$ cat src/rtl/cpu_sequencer.sv
`default_nettype none
// ============================================================================
// Module   : cpu_sequencer
// Brief    : Multi-cycle CPU control sequencer (fetch/decode/exec/mem/wb/halt).
// Revision : 1.0 - initial release
// ============================================================================
module cpu_sequencer #(
  parameter int CNT_W = 16
) (
  input  logic             clk,
  input  logic             reset,
  input  logic             run,
  input  logic             step_req,
  input  logic             halt_req,
  input  logic [2:0]       opcode,
  input  logic             zero,
  output logic             ir_write,
  output logic             pc_inc,
  output logic             pc_load,
  output logic             reg_write,
  output logic             mem_write,
  output logic             step_ack,
  output logic             halted,
  output logic [2:0]       state,
  output logic [CNT_W-1:0] retired
);

  typedef enum logic [2:0] {
    S_IDLE   = 3'd0,
    S_FETCH  = 3'd1,
    S_DECODE = 3'd2,
    S_EXEC   = 3'd3,
    S_MEM    = 3'd4,
    S_WB     = 3'd5,
    S_HALT   = 3'd6
  } state_t;

  localparam logic [2:0] c_OP_STORE = 3'b110;
  localparam logic [2:0] c_OP_BZ    = 3'b111;

  state_t           state_q;
  logic             step_q;
  logic [2:0]       op_q;
  logic [CNT_W-1:0] retired_q;
  logic             w_boundary;

  // A branch retires straight out of EXEC; everything else retires after MEM/WB.
  assign w_boundary = ((state_q == S_EXEC) && (op_q == c_OP_BZ)) ||
                      (state_q == S_MEM) || (state_q == S_WB);

  always_ff @(posedge clk) begin
    if (reset) begin
      state_q   <= S_IDLE;
      step_q    <= 1'b0;
      op_q      <= 3'd0;
      retired_q <= '0;
    end else begin
      if (w_boundary) begin
        retired_q <= retired_q + 1'b1;
        if (step_q) begin
          step_q  <= 1'b0;
          state_q <= S_IDLE;
        end else if (halt_req) begin
          state_q <= S_HALT;
        end else if (run) begin
          state_q <= S_FETCH;
        end else begin
          state_q <= S_IDLE;
        end
      end else begin
        case (state_q)
          S_IDLE: begin
            if (run) begin
              state_q <= S_FETCH;
            end else if (step_req) begin
              state_q <= S_FETCH;
              step_q  <= 1'b1;
            end
          end
          S_FETCH:  state_q <= S_DECODE;
          S_DECODE: begin
            op_q    <= opcode;
            state_q <= S_EXEC;
          end
          S_EXEC:   state_q <= (op_q == c_OP_STORE) ? S_MEM : S_WB;
          S_HALT:   state_q <= S_HALT;
          default:  state_q <= S_IDLE;
        endcase
      end
    end
  end

  assign ir_write  = (state_q == S_FETCH);
  assign pc_inc    = (state_q == S_FETCH);
  assign pc_load   = (state_q == S_EXEC) && (op_q == c_OP_BZ) && zero;
  assign reg_write = (state_q == S_WB);
  assign mem_write = (state_q == S_MEM);
  assign step_ack  = w_boundary && step_q;
  assign halted    = (state_q == S_HALT);
  assign state     = state_q;
  assign retired   = retired_q;

endmodule
`default_nettype wire

$ cat config.mk
export PLATFORM = sky130hd
export DESIGN_NAME = cpu_sequencer
export DESIGN_NICKNAME = d
export VERILOG_FILES = /design/src/rtl/cpu_sequencer.sv
export SDC_FILE = /design/constraint.sdc
export NUM_CORES = 1
export LEC_CHECK = 0
export CAP_MARGIN = 20
export CORE_MARGIN = 3
export CORE_UTILIZATION = 47
export CTS_BUF_LIST = sky130_fd_sc_hd__clkbuf_2 sky130_fd_sc_hd__clkbuf_4 sky130_fd_sc_hd__clkbuf_8
export DETAILED_ROUTE_END_ITERATION = 12
export GPL_ROUTABILITY_DRIVEN = 1
export PLACE_DENSITY = 0.87
export SYNTH_ARGS = -nofsm -noshare
export SYNTH_HDL_FRONTEND = slang
export SYNTH_SLANG_ARGS = --single-unit
$ cat constraint.sdc
create_clock -name clk -period 2.4 [get_ports clk]
set_clock_uncertainty 0.15 [all_clocks]
set_input_delay 0.24 -clock clk [delete_from_list [all_inputs] [get_ports clk]]
set_output_delay 0.24 -clock clk [all_outputs]
set_load 0.01 [all_outputs]
==> results of run 1 <==
[cells by family after synthesis]
group	synth area share
xor gates and xnor gates	0.02323
buffers and inverters	0.05974
and+or+nand+nor	0.2721
muxes	0.03540
DFF	0.4071
adders and majority gates	0.01106
AOI/OAI and AO/OA	0.1914
[worst max-delay path, stage by stage (launching register included)]
cell             delay (ns)
dfxtp_4                0.42
and4b_2                0.28
a32o_2                 0.20
and2_1                 0.13
clkdlybuf4s50_1        0.53
[synth_stat cells (2+ instances only)]
library cell and instances:
a21oi_1 17, and3_1 2, and4_1 2, buf_2 3, clkbuf_1 2, dfxtp_1 23, inv_1 7, mux2i_1 4
nand2_1 5, nand3_1 6, nor2_1 13, nor3_1 3, o21ai_0 7, o31ai_1 6, or3_1 7, or4_1 7
xnor2_1 2
[area by class of cell]
cell class | instances | area, sq um
Inverter | 7 | 26.28
Timing Repair Buffer | 38 | 370.4
Multi-Input combinational cell | 96 | 605.6
Fill cell | 196 | 721.9
Tap cell | 28 | 35.03
Clock buffer | 3 | 22.52
Sequential cell | 23 | 467.9
Clock inverter | 1 | 5.005
[placed cells by master (no fill, tap or decap), types with 5 or more instances in the layout]
| cell | count |
|---|---|
| clkdlybuf4s50_1 | 34 |
| dfxtp_1 | 21 |
| a21oi_1 | 17 |
| nor2_1 | 13 |
| inv_1 | 7 |
| o21ai_0 | 7 |
| or3_1 | 7 |
| or4_1 | 7 |
| nand3_1 | 6 |
| o31ai_1 | 6 |
| nand2_1 | 5 |
[flip-flops by register name, indices dropped and copies added (netlist names)]
name,cells
retired,16
op_q,3
state,3
step_q,1
[worst paths after layout]
path	endpoint	start	cells past startpoint
min	retired[12]	retired[12]	2
min reg2reg	retired[12]	retired[12]	2
max reg2reg	retired[7]	state[2]	5
max	step_ack	state[1]	4
[per-layer routing]
metal / vias to the layer above / global-route usage / share of wire
met5: - / 0 / 0
met4: 0 / 0.09312 / 0.019
met3: 8 / 0.04021 / 0.068
met2: 44 / 0.3504 / 0.49
met1: 515 / 0.2150 / 0.42
li1: 558 / - / -
[stage by stage]
stage	std cells	utilization	hold slack, ns	cell area [sq um]
final	196	0.6798	0.3643	1533
after global placement	191	0.6598	0.3096	1488
after global routing	196	0.6798	0.3853	1533
after CTS	195	0.6737	0.3645	1519
after detailed placement	191	0.6598	0.3467	1488
after floorplan	133	-	0.2368	1131
[power by group through the flow]
stage | Clock (mW) | Sequential (mW) | Combinational [mW]
floorplan | 0 | 0.417 | 0.0554
finish | 0.183 | 0.413 | 0.107
CTS | 0.186 | 0.411 | 0.106
detailed placement | 0 | 0.419 | 0.105
global route | 0.205 | 0.417 | 0.114
global placement | 0 | 0.417 | 0.102
[timing repair]
item | CTS | global route
setup endpoints to repair | 1 | 1
buffers inserted | 0 | 1
gates resized for setup | 3 | 3
pin swaps | 0 | 1
==> run metrics, run 1 <==
sequential share of power=0.587; total power of the final layout=703.4 uW; Final Max Tran Viols=0; antenna viol nets, final=0; maximum vdd drop=350.8 uV; Sink Count=23; cell leakage power=0.5252 nW; R2R setup slack=between 0.3 and 0.4 ns; time the final worst path needs with I/O delays and setup=2.267 ns; fraction of power spent switching nets=0.2663; Max Buffers Root-to-Sink=2; starting utilization of the core area=0.5017; status=finished clean; num rows=17; number of diodes added for antenna fixing=0; vias after detailed routing=~1100; wire length after detailed routing=2.755 mm; max-cap violation count=0; cell type contributing the most total cell area after synthesis=dfxtp_1; count of warnings emitted by yosys=0; fraction of final layout cells sized beyond drive strength 1=0.08929; largest fanout of any net on the critical path=10; number of global-route vias before repair=approximately 1000; count of port buffers added during placement=34; Mapped Avg Cell Area=8.504 sq um; total global routing overflow=0; startpoint kind of the worst setup timing path=register; prevailing post-synth register cell=dfxtp_1; Total Nets Final=179; synthesized area=0.001131 sq mm; asr flop ratio synth=0; worst setup timing slack at the placement stage=0.2149 ns; clock tree root driver cell=clkbuf_4; data required time of the critical path=2.01 ns; top post-synthesis cells by area=dfxtp_1 (41%), a21oi_1 (7.5%), or4_1 (4.6%); pin count of the biggest net entering global routing=22; width of the chip=55.06 um; worst min-delay path class=register to register; flops & latches, synth=23; net switching power=around 190 uW; mean number of vias per cell=5.740; # DRC=0; Initial DRC Count=19; CP endpoint kind=primary output; post-detailed-route wirelength per cell=14.06 um; RSZ-0062 raised after global routing=false; internal power consumption=516.1 uW; H-tree levels=1; data arrival at the endpoint of the critical path=between 1.5 and 2 ns; clock insertion delay at the later pin of the skew report=0.31 ns; area added between synthesis and finish=35.51%; final sum of negative setup slack=0 ns; hold-fix buffer count after cts=0; combinational power share=0.152; Placeable Area=0.002255 sq mm; Clock power frac=0.260; Worst slew margin=0.3474; clock edge transition at the registers on the reported setup and hold paths=approximately 0.13 ns; final setup vio count=0; io pins=35; crit path kind=register to primary output; Mapped Nets=143; Post-synth EDFFs=0; f_max=approximately 440 MHz; drt pass-1 iters=4; PwrDens=roughly 460 mW/mm^2; top cell type's share of synthesized area=0.4071; gate count of the mapped netlist=133; clock tree from TritonCTS=built; measured slew at the worst slew-check pin=0.9751 ns; wire length of the first global-routing pass=4.326 mm; area of the die=0.003031 sq mm; GRT Resource Usage Total=0.1944; clock buffer count from CTS=3; part of the cycle the worst path needs=0.9446; post-synthesis cell type count=34; number of hold-slack violations in the final timing report=0; routability-driven placement congestion ratio=0.8447; final HPWL from detailed placement=1.970 mm; height of the die=between 50 and 60 um; sequential fraction of the synthesis area=0.4071; initial antenna violation count=0; final setup margin=0.1329 ns
Note: power is estimated with default switching activity, not from simulation.
==> run 2: changes to the inputs <==
--- a/config.mk
+++ b/config.mk
@@ -5,13 +5,15 @@
 export SDC_FILE = /design/constraint.sdc
 export NUM_CORES = 1
 export LEC_CHECK = 0
-export CAP_MARGIN = 20
+export CAP_MARGIN = 0
 export CORE_MARGIN = 3
 export CORE_UTILIZATION = 47
 export CTS_BUF_LIST = sky130_fd_sc_hd__clkbuf_2 sky130_fd_sc_hd__clkbuf_4 sky130_fd_sc_hd__clkbuf_8
+export CTS_CLUSTER_SIZE = 40
 export DETAILED_ROUTE_END_ITERATION = 12
 export GPL_ROUTABILITY_DRIVEN = 1
 export PLACE_DENSITY = 0.87
 export SYNTH_ARGS = -nofsm -noshare
 export SYNTH_HDL_FRONTEND = slang
 export SYNTH_SLANG_ARGS = --single-unit
+export TNS_END_PERCENT = 10
==> results of run 2 <==
Same layout as run 1: the final DEF is identical, and so are final timing and power.
==> run 3: changes to the inputs <==
--- a/config.mk
+++ b/config.mk
@@ -6,8 +6,10 @@
 export NUM_CORES = 1
 export LEC_CHECK = 0
 export CAP_MARGIN = 0
+export CELL_PAD_IN_SITES_DETAIL_PLACEMENT = 1
+export CELL_PAD_IN_SITES_GLOBAL_PLACEMENT = 1
 export CORE_MARGIN = 3
-export CORE_UTILIZATION = 47
+export CORE_UTILIZATION = 34
 export CTS_BUF_LIST = sky130_fd_sc_hd__clkbuf_2 sky130_fd_sc_hd__clkbuf_4 sky130_fd_sc_hd__clkbuf_8
 export CTS_CLUSTER_SIZE = 40
 export DETAILED_ROUTE_END_ITERATION = 12
==> run metrics, run 3 (synthesis results as in run 1) <==
status=finished clean; Placeable Area=0.003103 sq mm (+38%); antenna viol nets, final=0 (unchanged); Max Buffers Root-to-Sink=2 (unchanged); initial antenna violation count=0 (unchanged); Total Nets Final=179 (unchanged); Sink Count=23 (unchanged); drt pass-1 iters=4 (unchanged); vias after detailed routing=1145 (+1.8%); largest fanout of any net on the critical path=8 (-2); final setup vio count=0 (unchanged); final standard cell area without fillers=0.001548 sq mm (+0.98%); startpoint kind of the worst setup timing path=register; clock buffer count from CTS=3 (unchanged); part of the cycle the worst path needs=0.9591 (+0.01450); final HPWL from detailed placement=2.353 mm (+19%); clock insertion delay at the later pin of the skew report=0.32 ns (about the same); worst setup timing slack at the placement stage=0.3226 ns (+0.1077 ns); clock tree from TritonCTS=built; io pins=35 (unchanged); time the final worst path needs with I/O delays and setup=2.302 ns (+0.03481 ns); area added between synthesis and finish=36.84%; max reg flops=16 (unchanged); Final Max Tran Viols=0 (unchanged); final sum of negative setup slack=0 ns (unchanged); number of global-route vias before repair=1194 (+15%); CP endpoint kind=primary output; wire length of the first global-routing pass=5.354 mm (+24%); WHS=0.3462 ns (-0.01808 ns); wire length after detailed routing=3.170 mm (+15%); number of diodes added for antenna fixing=0 (unchanged); buffers inserted during post-CTS setup optimization=0 (unchanged); data arrival at the endpoint of the critical path=1.91 ns (+0.03 ns); post-place instance area=0.001515 sq mm (+1.8%); num rows=20 (+3); hold-fix buffer count after cts=0 (unchanged); pin count of the biggest net entering global routing=22 (unchanged); measured slew at the worst slew-check pin=0.8667 ns (-0.1083 ns); PwrDens=465.9 mW/mm^2 (+1.5%); mean number of vias per cell=5.401 (-5.9%); most common cell after layout, fill and taps aside=clkdlybuf4s50_1; max-cap violation count=0 (unchanged); final setup margin=0.09812 ns (-0.03481 ns); count of port buffers added during placement=34 (unchanged); routability-driven placement congestion ratio=0.8755 (+3.6%); GRT Resource Usage Total=0.1608 (-0.03364); width of the chip=63.68 um (+16%); fraction of final layout cells sized beyond drive strength 1=0.07738 (-0.01190); post-detailed-route wirelength per cell=14.95 um (+6.4%); number of hold-slack violations in the final timing report=0 (unchanged); Worst slew margin=0.4199 (+0.07249); cell leakage power=0.5196 nW (-1.1%); Resized Gates After CTS=1 (-2); clock edge transition at the registers on the reported setup and hold paths=0.13 ns (about the same); maximum vdd drop=315.0 uV (-10%); clock tree root driver cell=clkbuf_4; RSZ-0062 raised after global routing=false; worst min-delay path class=register to register; Initial DRC Count=48 (+29); crit path kind=register to primary output; data required time of the critical path=2.01 ns (about the same); total global routing overflow=0 (unchanged); f_max=434.4 MHz (-1.5%); # DRC=0 (unchanged); area of the die=0.004055 sq mm (+34%); height of the die=63.68 um (+16%); R2R setup slack=0.41 ns (+0.07 ns); starting utilization of the core area=0.3645 (-0.1371); H-tree levels=1 (unchanged); commonest cells after routing, fill and taps aside=clkdlybuf4s50_1 (34), dfxtp_1 (21), a21oi_1 (17)
## run 3: cell types whose count changed in the layout (fill, tap and decap cells not counted)
cell and change:
a32o_1 +1, a32o_2 -1, and4b_1 +1, and4b_2 -1, clkbuf_4 +1, clkinv_2 -1
dfxtp_2 +2, dfxtp_4 -2
## run 3: layer usage
metal / global-route usage / up-vias / routed length (um)
met5: 0 / - / 0
met4: 0.01617 / 0 / 31
met3: 0.03922 / 5 / 153
met2: 0.3155 / 37 / 1629
met1: 0.1769 / 548 / 1356
li1: - / 555 / -
## run 3: cell type report
type / instances / area (sq um)
fill: 404 / 1555
multi-input combinational: 96 / 603.1
sequential: 23 / 462.9
timing repair buffer: 38 / 370.4
tap: 44 / 55.05
clock buffer: 4 / 30.03
inverter: 7 / 26.28
## run 3: worst max-delay path, stage by stage (launching register included)
cell and delay (ns):
dfxtp_2 0.44, and4b_1 0.29, a32o_1 0.20, and2_1 0.12
clkdlybuf4s50_1 0.53
## run 3: worst paths after layout
kind / depth (start not counted) / to / from
worst max-delay path: 4 / step_ack / state[0]
worst min-delay path: 2 / retired[15] / retired[15]
worst max register to register: 5 / retired[7] / state[2]
worst min register to register: 2 / retired[15] / retired[15]
## run 3: per-stage QoR
| stage | instances | utilization | power, mW |
|---|---|---|---|
| finish | 212 | 0.4988 | 0.7210 |
| global route | 212 | 0.4988 | 0.7572 |
| CTS | 212 | 0.4984 | 0.7229 |
| detailed placement | 208 | 0.4883 | 0.5272 |
| global placement | 208 | 0.4883 | 0.5216 |
| floorplan | 133 | - | 0.4728 |
## run 3: report_power, final
| part | switching, mW | leakage (nW) | internal [mW] |
|---|---|---|---|
| clock network | 0.124 | 0.0184 | 0.0764 |
| logic | 0.0491 | 0.315 | 0.0586 |
| registers | 0.0188 | 0.187 | 0.394 |
| total | 0.192 | 0.520 | 0.530 |
